## config.mk

```make
export PLATFORM = sky130hd
export DESIGN_NAME = alu_seq_ctrl
export DESIGN_NICKNAME = d
export VERILOG_FILES = /design/src/rtl/alu_seq_ctrl.sv
export SDC_FILE = /design/constraint.sdc
export NUM_CORES = 1
export LEC_CHECK = 0
export ABC_AREA = 1
export BUFFER_PORTS_ARGS = -buffer_cell sky130_fd_sc_hd__clkbuf_2
export CORE_ASPECT_RATIO = 1.4
export CORE_MARGIN = 2
export CORE_UTILIZATION = 52
export DETAILED_ROUTE_END_ITERATION = 10
export GPL_TIMING_DRIVEN = 1
export PLACE_DENSITY = 0.88
export SYNTH_ARGS = -nofsm -noshare
export SYNTH_HDL_FRONTEND = slang
export SYNTH_SLANG_ARGS = --single-unit
```

## constraint.sdc

```tcl
create_clock -name clk -period 1.89 [get_ports clk]
set_clock_uncertainty 0.2 [all_clocks]
set_input_delay 0.0945 -clock clk [delete_from_list [all_inputs] [get_ports clk]]
set_output_delay 0.0945 -clock clk [all_outputs]
set_load 0.02 [all_outputs]
```

## src/rtl/alu_seq_ctrl.sv

```systemverilog
// alu_seq_ctrl: multi-cycle Fetch/Decode/Execute/WriteBack sequencer for the 16-bit ALU datapath.
// Build macro ALU_SEQ_BRANCH_EN turns codop 13 (BZ) / 14 (BN) into PC-relative conditional branches.
module alu_seq_ctrl #(
  parameter logic [15:0] PC_RESET = 16'h0000,
  parameter logic [15:0] PC_STEP  = 16'h0001,
  parameter int unsigned MAX_WAIT = 15
) (
  input  logic        clk,
  input  logic        rst_n,
  input  logic        start,
  output logic        imem_req,
  output logic [15:0] imem_addr,
  input  logic        imem_ack,
  input  logic [15:0] imem_data,
  output logic [2:0]  fsm,
  output logic [3:0]  codop,
  output logic [3:0]  rd_addr,
  output logic [3:0]  rs_addr,
  output logic [3:0]  rt_addr,
  output logic [15:0] imm,
  output logic        use_imm,
  output logic        rf_we,
  input  logic        alu_neg,
  input  logic        alu_zero,
  input  logic        alu_ovf,
  output logic [2:0]  flags,
  output logic [15:0] pc,
  output logic        busy,
  output logic        halted,
  output logic        fetch_err
);

  typedef enum logic [2:0] {
    S_IDLE   = 3'd0,
    S_WB     = 3'd1,
    S_FETCH  = 3'd2,
    S_DECODE = 3'd3,
    S_EXEC   = 3'd4,
    S_HALT   = 3'd5
  } state_t;

  localparam logic [3:0]  OP_HALT   = 4'd12;
  localparam logic        WAIT_EN   = (MAX_WAIT != 32'd0);
  localparam logic [15:0] WAIT_LAST = 16'(MAX_WAIT - 32'd1);
`ifdef ALU_SEQ_BRANCH_EN
  localparam logic [3:0]  OP_BZ     = 4'd13;
  localparam logic [3:0]  OP_BN     = 4'd14;
`endif

  state_t      state_q;
  logic [15:0] pc_q;
  logic [15:0] pc_d;
  logic [15:0] ir_q;
  logic [15:0] wait_q;
  logic [2:0]  flags_q;
  logic        imem_req_q;
  logic        rf_we_q;
  logic        busy_q;
  logic        halted_q;
  logic        fetch_err_q;
  logic        use_imm_q;

  // Arithmetic/logic/immediate codops write the register file and update flags.
  function automatic logic writes_rf(input logic [3:0] op);
    return (op <= 4'd10);
  endfunction

  function automatic logic is_imm_op(input logic [3:0] op);
    return (op >= 4'd6) && (op <= 4'd10);
  endfunction

  // Next PC applied at the end of WriteBack.
  always_comb begin
    pc_d = pc_q + PC_STEP;
`ifdef ALU_SEQ_BRANCH_EN
    if (((ir_q[15:12] == OP_BZ) && flags_q[1]) || ((ir_q[15:12] == OP_BN) && flags_q[2])) begin
      pc_d = pc_q + {{12{ir_q[3]}}, ir_q[3:0]};
    end else begin
      pc_d = pc_q + PC_STEP;
    end
`endif
  end

  // Sequencer state and all registered outputs.
  always_ff @(posedge clk or negedge rst_n) begin
    if (!rst_n) begin
      state_q     <= S_IDLE;
      pc_q        <= PC_RESET;
      ir_q        <= 16'h0000;
      wait_q      <= 16'h0000;
      flags_q     <= 3'b000;
      imem_req_q  <= 1'b0;
      rf_we_q     <= 1'b0;
      busy_q      <= 1'b0;
      halted_q    <= 1'b0;
      fetch_err_q <= 1'b0;
      use_imm_q   <= 1'b0;
    end else begin
      case (state_q)
        S_IDLE: begin
          if (start) begin
            state_q    <= S_FETCH;
            imem_req_q <= 1'b1;
            busy_q     <= 1'b1;
          end
        end
        S_FETCH: begin
          if (imem_ack) begin
            state_q    <= S_DECODE;
            imem_req_q <= 1'b0;
            ir_q       <= imem_data;
            use_imm_q  <= is_imm_op(imem_data[15:12]);
            wait_q     <= 16'h0000;
          end else if (WAIT_EN && (wait_q == WAIT_LAST)) begin
            state_q     <= S_HALT;
            imem_req_q  <= 1'b0;
            busy_q      <= 1'b0;
            halted_q    <= 1'b1;
            fetch_err_q <= 1'b1;
            wait_q      <= 16'h0000;
          end else begin
            wait_q <= wait_q + 16'd1;
          end
        end
        S_DECODE: begin
          if (ir_q[15:12] == OP_HALT) begin
            state_q  <= S_HALT;
            busy_q   <= 1'b0;
            halted_q <= 1'b1;
          end else begin
            state_q <= S_EXEC;
          end
        end
        S_EXEC: begin
          state_q <= S_WB;
          rf_we_q <= writes_rf(ir_q[15:12]);
        end
        S_WB: begin
          state_q    <= S_FETCH;
          imem_req_q <= 1'b1;
          rf_we_q    <= 1'b0;
          pc_q       <= pc_d;
          if (writes_rf(ir_q[15:12])) begin
            flags_q <= {alu_neg, alu_zero, alu_ovf};
          end
        end
        S_HALT: begin
          state_q <= S_HALT;
        end
        default: begin
          state_q    <= S_IDLE;
          imem_req_q <= 1'b0;
          rf_we_q    <= 1'b0;
          busy_q     <= 1'b0;
          halted_q   <= 1'b0;
        end
      endcase
    end
  end

  assign imem_req  = imem_req_q;
  assign imem_addr = pc_q;
  assign fsm       = state_q;
  assign codop     = ir_q[15:12];
  assign rd_addr   = ir_q[11:8];
  assign rs_addr   = ir_q[7:4];
  assign rt_addr   = ir_q[3:0];
  assign imm       = {12'h000, ir_q[3:0]};
  assign use_imm   = use_imm_q;
  assign rf_we     = rf_we_q;
  assign flags     = flags_q;
  assign pc        = pc_q;
  assign busy      = busy_q;
  assign halted    = halted_q;
  assign fetch_err = fetch_err_q;

endmodule
```

Word-level counts from Yosys, hierarchy flattened
Index checks and enable logic that the tools add are counted.

Input bits: 23. Bits in registers: 60. Output and inout port bits: 76.

Multiplexer cells: 19. Eq/ne operators: 12. $lt $le $gt $ge: 3. Add/sub/neg operators: 2. Bitwise operators: 4. Reductions and logical operators: 13.

Operator list (number): $add A16 B1 Y16 const B (2); $mux W16 (2); $pmux W3 S6 (1); $eq A16 B4 Y1 const B (1); $mux W1 (9); $mux W3 (3); $le A4 B4 Y1 const B (2); $ne A2 B2 Y1 const B (4); $pmux W1 S4 (2); $reduce_or A4 Y1 (2); $eq A3 B2 Y1 const B (2); $eq A3 B3 Y1 const B (2); $reduce_and A2 Y1 (3); $reduce_and A3 Y1 (2); $reduce_or A3 Y1 (2); $reduce_and A5 Y1 (1); $eq A4 B4 Y1 const B (1); $ge A4 B3 Y1 const B (1); $not A1 Y1 (4); $reduce_and A4 Y1 (1); $eq A3 B1 Y1 const B (1); $logic_not A3 Y1 (1); $ne A3 B3 Y1 const B (1); $pmux W1 S3 (1); 2 further kinds (2).

Logic depth before layout (Yosys ltp)
Gate-level depths: netlist of the first run.

Depth after elaboration: 4. Depth in mapped cells: 9.

Least setup slack after synthesis of the first run
No wires, ideal clock.

Path kind: reg2reg. Start: reg state_q[2], in the netlist fsm[2]. End: reg pc_q[11], in the netlist imem_addr[11]. Data arrival time: 1.368 ns. Period minus slack after synthesis: 1.686 ns. Data required time: 1.572 ns. Cell stages (with the launch flop): 8. Path slack: 0.204 ns. Path through: dfrtp_1 nor2_2 nand2_4 nor2_4 nand2_4 nor2_4 xor2_1 inv_1.

Longest elaborated chain between the ends: 1.

Ends and longest elaborated chain: from (decl) (RTL line 50) `state_t state_q;`; from (signal assigned) (RTL line 87) `state_q <= S_IDLE;`; from (signal assigned) (RTL line 102) `state_q <= S_FETCH;`; from (signal assigned) (RTL line 109) `state_q <= S_DECODE;`; $eq A3 B1 Y1 (RTL line 99) `case (state_q)`; to (signal assigned) (RTL line 142) `pc_q <= pc_d;`; to (decl) (RTL line 51) `logic [15:0] pc_q;`.

No other way between the ends. A chain may end at the register's enable or synchronous reset.

Worst setup path in the final report of the first run
Start: reg state_q[2], in the netlist fsm[2]. End: reg ir_q[2].

Longest elaborated chain between the ends: 2.

Ends and longest elaborated chain: $eq A3 B2 Y1 (RTL line 99); $reduce_and A2 Y1 (no source line); to (signal assigned) (RTL line 111) `ir_q <= imem_data;`; to (decl) (RTL line 53) `logic [15:0] ir_q;`.

No other way between the ends.

==> qor.csv, run 1 <==
stage,metric,value,unit
critical_path,timing.rr.end,ir_q[2],
die,die-area,7205,um^2
grt,antenna_found_initial,0,
layout,layout-drive-gt1-share,0.2744,
synth,ys_seq_elements,60,
critical_path,critPathLaunchType,flip-flop,
place,dp_cells,559,
critical_path,r2r_setup_slack,0.09,ns
critical_path,reg2reg_from,fsm[2],
routing,drt-initial-drc-count,282,
layout,syn2layout_area_growth,23.57,%
synth,synth_flop_cell,dfrtp_1,
synth,synthCells,423,
routing,drt_drc_violations_left,0,
routing,drt_first_pass_iters,5,
die,die_w,72.31,um
clock_network,cts_sinks,60,
die,die_h,99.64,um
layout,final_cell_mix,"141 x nand2_1, 86 x clkbuf_2, 59 x dfrtp_1",
sta,slew_headroom,0.6101,
die,start_util,0.5432,
min_path,hold_depth,5,
routing,dr_wl_met3,463,um
power,power.leakage,0.002219,uW
synth,syn_avg_cell_area,8.031,um^2
critical_path,reg2reg_depth,7,
critical_path,crit_arrival,1.84,ns
sta,worst_slack,0.08718,ns
synth,ys_warn_count,0,
routing,wl_met2,4348,um
grt,grt_pass1_wl,13660,um
sta,final.period_utilization,0.9539,
die,fp-row-count,34,
sta,worst_pin_slew,0.5800,ns
place,dpl_worst_slack,0.04898,ns
sta,finalSetupViolations,0,
layout,stdcell_count,604,
power,vdd_drop_max,0.9863,mV
critical_path,crit_fanout,12,
clock_network,cts_tree,built,
sta,fmax,554.7,MHz
job,max-cap-violations,0,
grt,grt_max_degree,61,
layout,fillers,487,
routing,post_drt_wl_per_cell,13.62,um
layout,layout_commonest_cell,nand2_1,
routing,wl_met1,3044,um
sta,rsz0062_at_grt,yes,
layout,num_antenna_cells,0,
critical_path,crit_type,flip-flop to flip-flop,
min_path,hold_class,input pin to flip-flop,
place,dpl_cell_area,3719,um^2
synth,syn_area,3397,um^2
routing,drtAntennaViolNets,0,
clock_network,cts_max_path_buffers,2,
grt,grt_pass1_vias,3070,
place,portBuffers,86,
routing,wirelength,8226,um
layout,final_cell_area,4198,um^2
critical_path,required,1.93,ns
synth,ys_async_sr_fraction,1.000,
place,gp_congestion,0.8832,
sta,layout_min_cycle_time,1.803,ns
synth,ys_types,32,
min_path,hp-start,start,
clock_network,clock_latency,0.35,ns
sta,hold_viol_final,0,
routing,viasPerCell,5.217,
clock_network,clockRootBuffer,clkbuf_8,
place,dp_hpwl,5554,um
routing,highest-signal-layer,met4,
routing,vias,3151,
die,ios,99,
synth,synth_edf_count,0,
sta,drv_slew,0,
grt,grt_overflow,0,
power,power_density,1336,nW/um^2
min_path,min_to,imem_req,
die,core,6254,um^2
grt,grt_usage,0.2431,
power,finalPower,5608,uW
clock_network,clk_pin_slew,0.07,ns
critical_path,cp-end-kind,flip-flop,
layout,nets,553,
clock_network,h-tree-depth,3,
status,outcome,"complete, no violations",
clock_network,cts-buffers-inserted,9,
synth,seq_area_frac_synth,0.4420,
cells in the mapped netlist (all sizes together), types with 4 or more instances:
cell   count  share of area
nand4     10          0.018
o22ai      7          0.024
xnor2      6          0.015
inv       38          0.043
nand2    147           0.17
nand3     24          0.037
dfrtp     60           0.44
o21ai     15          0.024
a21oi      4         0.0059
buf       37          0.084
xor2      11          0.028
nor2      50          0.069
worst max-delay path: stages, from the launching register on:
cell and delay, ns:
dfrtp_1 0.48, nor2_4 0.21, nand2_4 0.16, inv_6 0.15
nand2_4 0.13, buf_4 0.21, nand2_1 0.09, nand2_1 0.06
where the power goes:
| group | switching (uW) | internal [uW] | leakage (uW) |
|---|---|---|---|
| Combinational | 1630 | 809 | 0.00133 |
| Sequential | 335 | 1640 | 0.000789 |
| Clock | 510 | 676 | 0.000102 |
kinds of logic (layout without fill, tap and decap cells):
family / Yosys count / in the layout / synth area share
compound gates: 30 / 30 / 0.06777
xor+xnor: 17 / 17 / 0.04383
fa+ha+maj: 3 / 3 / 0.01105
buf+inv: 77 / 174 / 0.1304
flops: 60 / 60 / 0.4420
other cells: 1 / 12 / 0.001104
simple gates: 235 / 236 / 0.3039
layout make-up:
type | instances | area [um^2] | area share
Inverter | 39 | 156.4 | 0.03726
Timing Repair Buffer | 119 | 743.2 | 0.1770
Sequential cell | 60 | 1503 | 0.3580
Multi-Input combinational cell | 298 | 1503 | 0.3580
Clock buffer | 12 | 155.1 | 0.03696
Tap cell | 72 | 90.09 | 0.02146
Clock inverter | 4 | 47.55 | 0.01133
routing by layer:
metal	GRT usage	up-vias
met1	0.2818	1483
met3	0.04762	38
met4	0.1190	0
met5	0	-
li1	-	1501
met2	0.4213	129
metrics by stage:
step	hold slack, ns	setup TNS (ns)	util
after global routing	0.04120	-0.04926	0.6713
after CTS	0.01377	0	0.6607
after global placement	-0.07571	0	0.5946
after floorplan	-0.4011	0	-
final	0.007399	0	0.6713
after detailed placement	-0.06952	0	0.5946
flip-flops by register name, indices dropped and copies added (netlist names):
register	cells
imem_addr	16
ir_q	16
wait_q	16
flags	3
fsm	3
busy	1
fetch_err	1
halted	1
imem_req	1
rf_we	1
use_imm	1
worst max-delay path by stage:
stage,start,to,slack [ns],cells past startpoint
after floorplan,fsm[2],imem_addr[11],0.20,7
after CTS,fsm[1],fsm[1],0.03,8
final,fsm[2],ir_q[2],0.09,7
after detailed placement,fsm[1],fsm[1],0.05,8
after global routing,wait_q[0],wait_q[9],-0.01,8
after global placement,fsm[1],fsm[1],0.14,8
timing repair:
item | in CTS | in global routing
hold buffers | 21 | 0
gates resized for setup | 0 | 4
setup endpoints to repair | 0 | 23
endpoints found under the hold margin | 80 | 0
setup buffers | 0 | 7
No activity file was read; power rests on OpenSTA's default activity.
==> inputs of run 2 (changes only) <==
--- a/config.mk
+++ b/config.mk
@@ -9,10 +9,11 @@
 export BUFFER_PORTS_ARGS = -buffer_cell sky130_fd_sc_hd__clkbuf_2
 export CORE_ASPECT_RATIO = 1.4
 export CORE_MARGIN = 2
-export CORE_UTILIZATION = 52
+export CORE_UTILIZATION = 54
+export CTS_BUF_LIST = sky130_fd_sc_hd__clkbuf_8
 export DETAILED_ROUTE_END_ITERATION = 10
-export GPL_TIMING_DRIVEN = 1
-export PLACE_DENSITY = 0.88
+export GPL_TIMING_DRIVEN = 0
+export PLACE_DENSITY = 0.91
 export SYNTH_ARGS = -nofsm -noshare
 export SYNTH_HDL_FRONTEND = slang
 export SYNTH_SLANG_ARGS = --single-unit
==> run 2 against run 1 <==
- worst hold slack improved by 0.17 ns
- critical path depth down 1
- non-clock buffer count up 27
- routed wire length up 1.2%
- register-to-register slack got worse by 0.02 ns
- fmax decreased by 0.87%
- count of clock-buffer cells in the layout decreased by 1
- die area down 3.5%
- critical path type unchanged
==> qor.csv, run 2 (synthesis gave the netlist of run 1 again) <==
stage,metric,value,unit
sta,layout_min_cycle_time,1.819,ns
power,p_clk_frac,0.209,
clock_network,cts_max_path_buffers,2,
clock_network,cts-buffers-inserted,9,
sta,finalSetupViolations,0,
clock_network,clockRootBuffer,clkbuf_8,
critical_path,cp_num_cells,6,
min_path,hold_class,input pin to asynchronous set/reset pin,
routing,viasPerCell,5.062,
place,portBuffers,86,
clock_network,h-tree-depth,3,
sta,drv_slew,0,
layout,syn2layout_area_growth,29.36,%
critical_path,critPathLaunchType,flip-flop,
power,finalPower,5701,uW
critical_path,crit_path_cell_trace,inv_1 -> nand2_1 -> nor2_4 -> nand4_1 -> nor2_1 -> xor2_1,
clock_network,cts_sinks,60,
place,dpl_worst_slack,0.09415,ns
power,power_density,1297,nW/um^2
die,die_w,71.03,um
critical_path,crit_arrival,1.89,ns
power,swShare,0.4369,
routing,drt-initial-drc-count,311,
die,fp-row-count,34,
critical_path,reg2reg_depth,6,
routing,drtAntennaViolNets,0,
sta,fmax,549.9,MHz
critical_path,path_buf_inv,1,
sta,worst_pin_slew,0.8135,ns
power,vdd_drop_max,1.109,mV
grt,grt_max_degree,61,
routing,post_drt_wl_per_cell,13.21,um
critical_path,crit_fanout,8,
layout,layout_commonest_cell,nand2_1,
die,ios,99,
grt,grt_overflow,0,
sta,holdWs,0.1819,ns
clock_network,postCtsSetupRepairBufs,0,
routing,wirelength,8322,um
layout,nets,579,
power,power.leakage,0.002367,uW
power,switchingPower,2491,uW
clock_network,clk_pin_slew,0.07,ns
die,start_util,0.5507,
grt,grt_pass1_vias,3180,
critical_path,worst_path_largest_cell_delay,0.50,ns
die,die-area,6950,um^2
place,gp_congestion,0.9024,
status,outcome,"complete, no violations",
power,combinationalPowerShare,0.445,
clock_network,cts_tree,built,
critical_path,crit_type,flip-flop to flip-flop,
grt,grt_pass1_wl,14220,um
critical_path,required,1.96,ns
layout,num_antenna_cells,0,
place,dp_hpwl,5710,um
die,core,6168,um^2
critical_path,cp_top_family,simple AND/OR/NAND/NOR gates,
grt,grt_usage,0.2592,
power,pwr-share-seq,0.346,
die,die_h,97.85,um
clock_network,clock_latency,0.35,ns
critical_path,cp-end-kind,flip-flop,
layout,final_cell_mix,"142 x nand2_1, 85 x clkbuf_2, 60 x dfrtp_1",
sta,final.period_utilization,0.9622,
job,max-cap-violations,0,
sta,slew_headroom,0.4576,
critical_path,slowest_stage,dfrtp_1,
sta,rsz0062_at_grt,no,
sta,setup_tns,0,ns
routing,vias,3189,
sta,worst_slack,0.07143,ns
power,intPower,3210,uW
grt,antenna_found_initial,0,
layout,layout-drive-gt1-share,0.3011,
sta,hold_viol_final,0,
routing,drt_first_pass_iters,4,
routing,drt_drc_violations_left,0,
[run 2: cell types whose count changed in the layout (fill, tap and decap cells not counted), sizes merged]
cell / delta
nand2: -1
clkinv: +1
dlygate4sd3: +1
buf: +25
[run 2: through the flow]
step | cell area (um^2) | util | std cells
3_3_place_gp | 3959 | 0.6418 | 592
4_1_cts | 4384 | 0.7108 | 630
3_5_place_dp | 3961 | 0.6422 | 592
6_report | 4394 | 0.7124 | 630
5_1_grt | 4394 | 0.7124 | 630
2_1_floorplan | 3438 | - | 434
[run 2: worst paths after layout]
kind                          from           end  slack [ns]
max reg2reg                 fsm[2]  imem_addr[8]        0.07
min reg2reg                ir_q[7]       ir_q[7]        0.28
max                         fsm[2]  imem_addr[8]        0.07
max in group asynchronous    rst_n     wait_q[2]        0.76
min                          rst_n  imem_addr[7]        0.18
min in group clk           ir_q[7]       ir_q[7]        0.28
[run 2: power groups by stage]
stage | sequential (uW) | clock [uW] | combinational, uW
finish | 1970 | 1190 | 2540
detailed placement | 1980 | 0 | 2460
floorplan | 2310 | 0 | 1380
global placement | 1960 | 0 | 2380
CTS | 1960 | 1200 | 2530
global route | 2020 | 1270 | 2770
[run 2: what timing repair did]
item / in CTS / in global routing
endpoints found under the hold margin: 84 / 0
resized for setup: 0 / 2
endpoints found under the setup margin: 0 / 4
hold buffers: 22 / 0
[run 2: layout make-up]
class,instances,area [um^2]
Inverter,39,152.6
Buffer,38,290.3
Multi-Input combinational cell,297,1504
Clock buffer,11,151.4
Sequential cell,60,1501
Clock inverter,5,51.30
Fill cell,424,1774
Timing Repair Buffer,108,653.1
Tap cell,72,90.09
[run 2: layer usage]
metal	GRT usage	share of wire	vias to the layer above
met2	0.4472	0.54	111
met1	0.2974	0.38	1499
met4	0.1263	0.030	0
met3	0.06192	0.054	24
met5	0	0	-
li1	-	-	1555
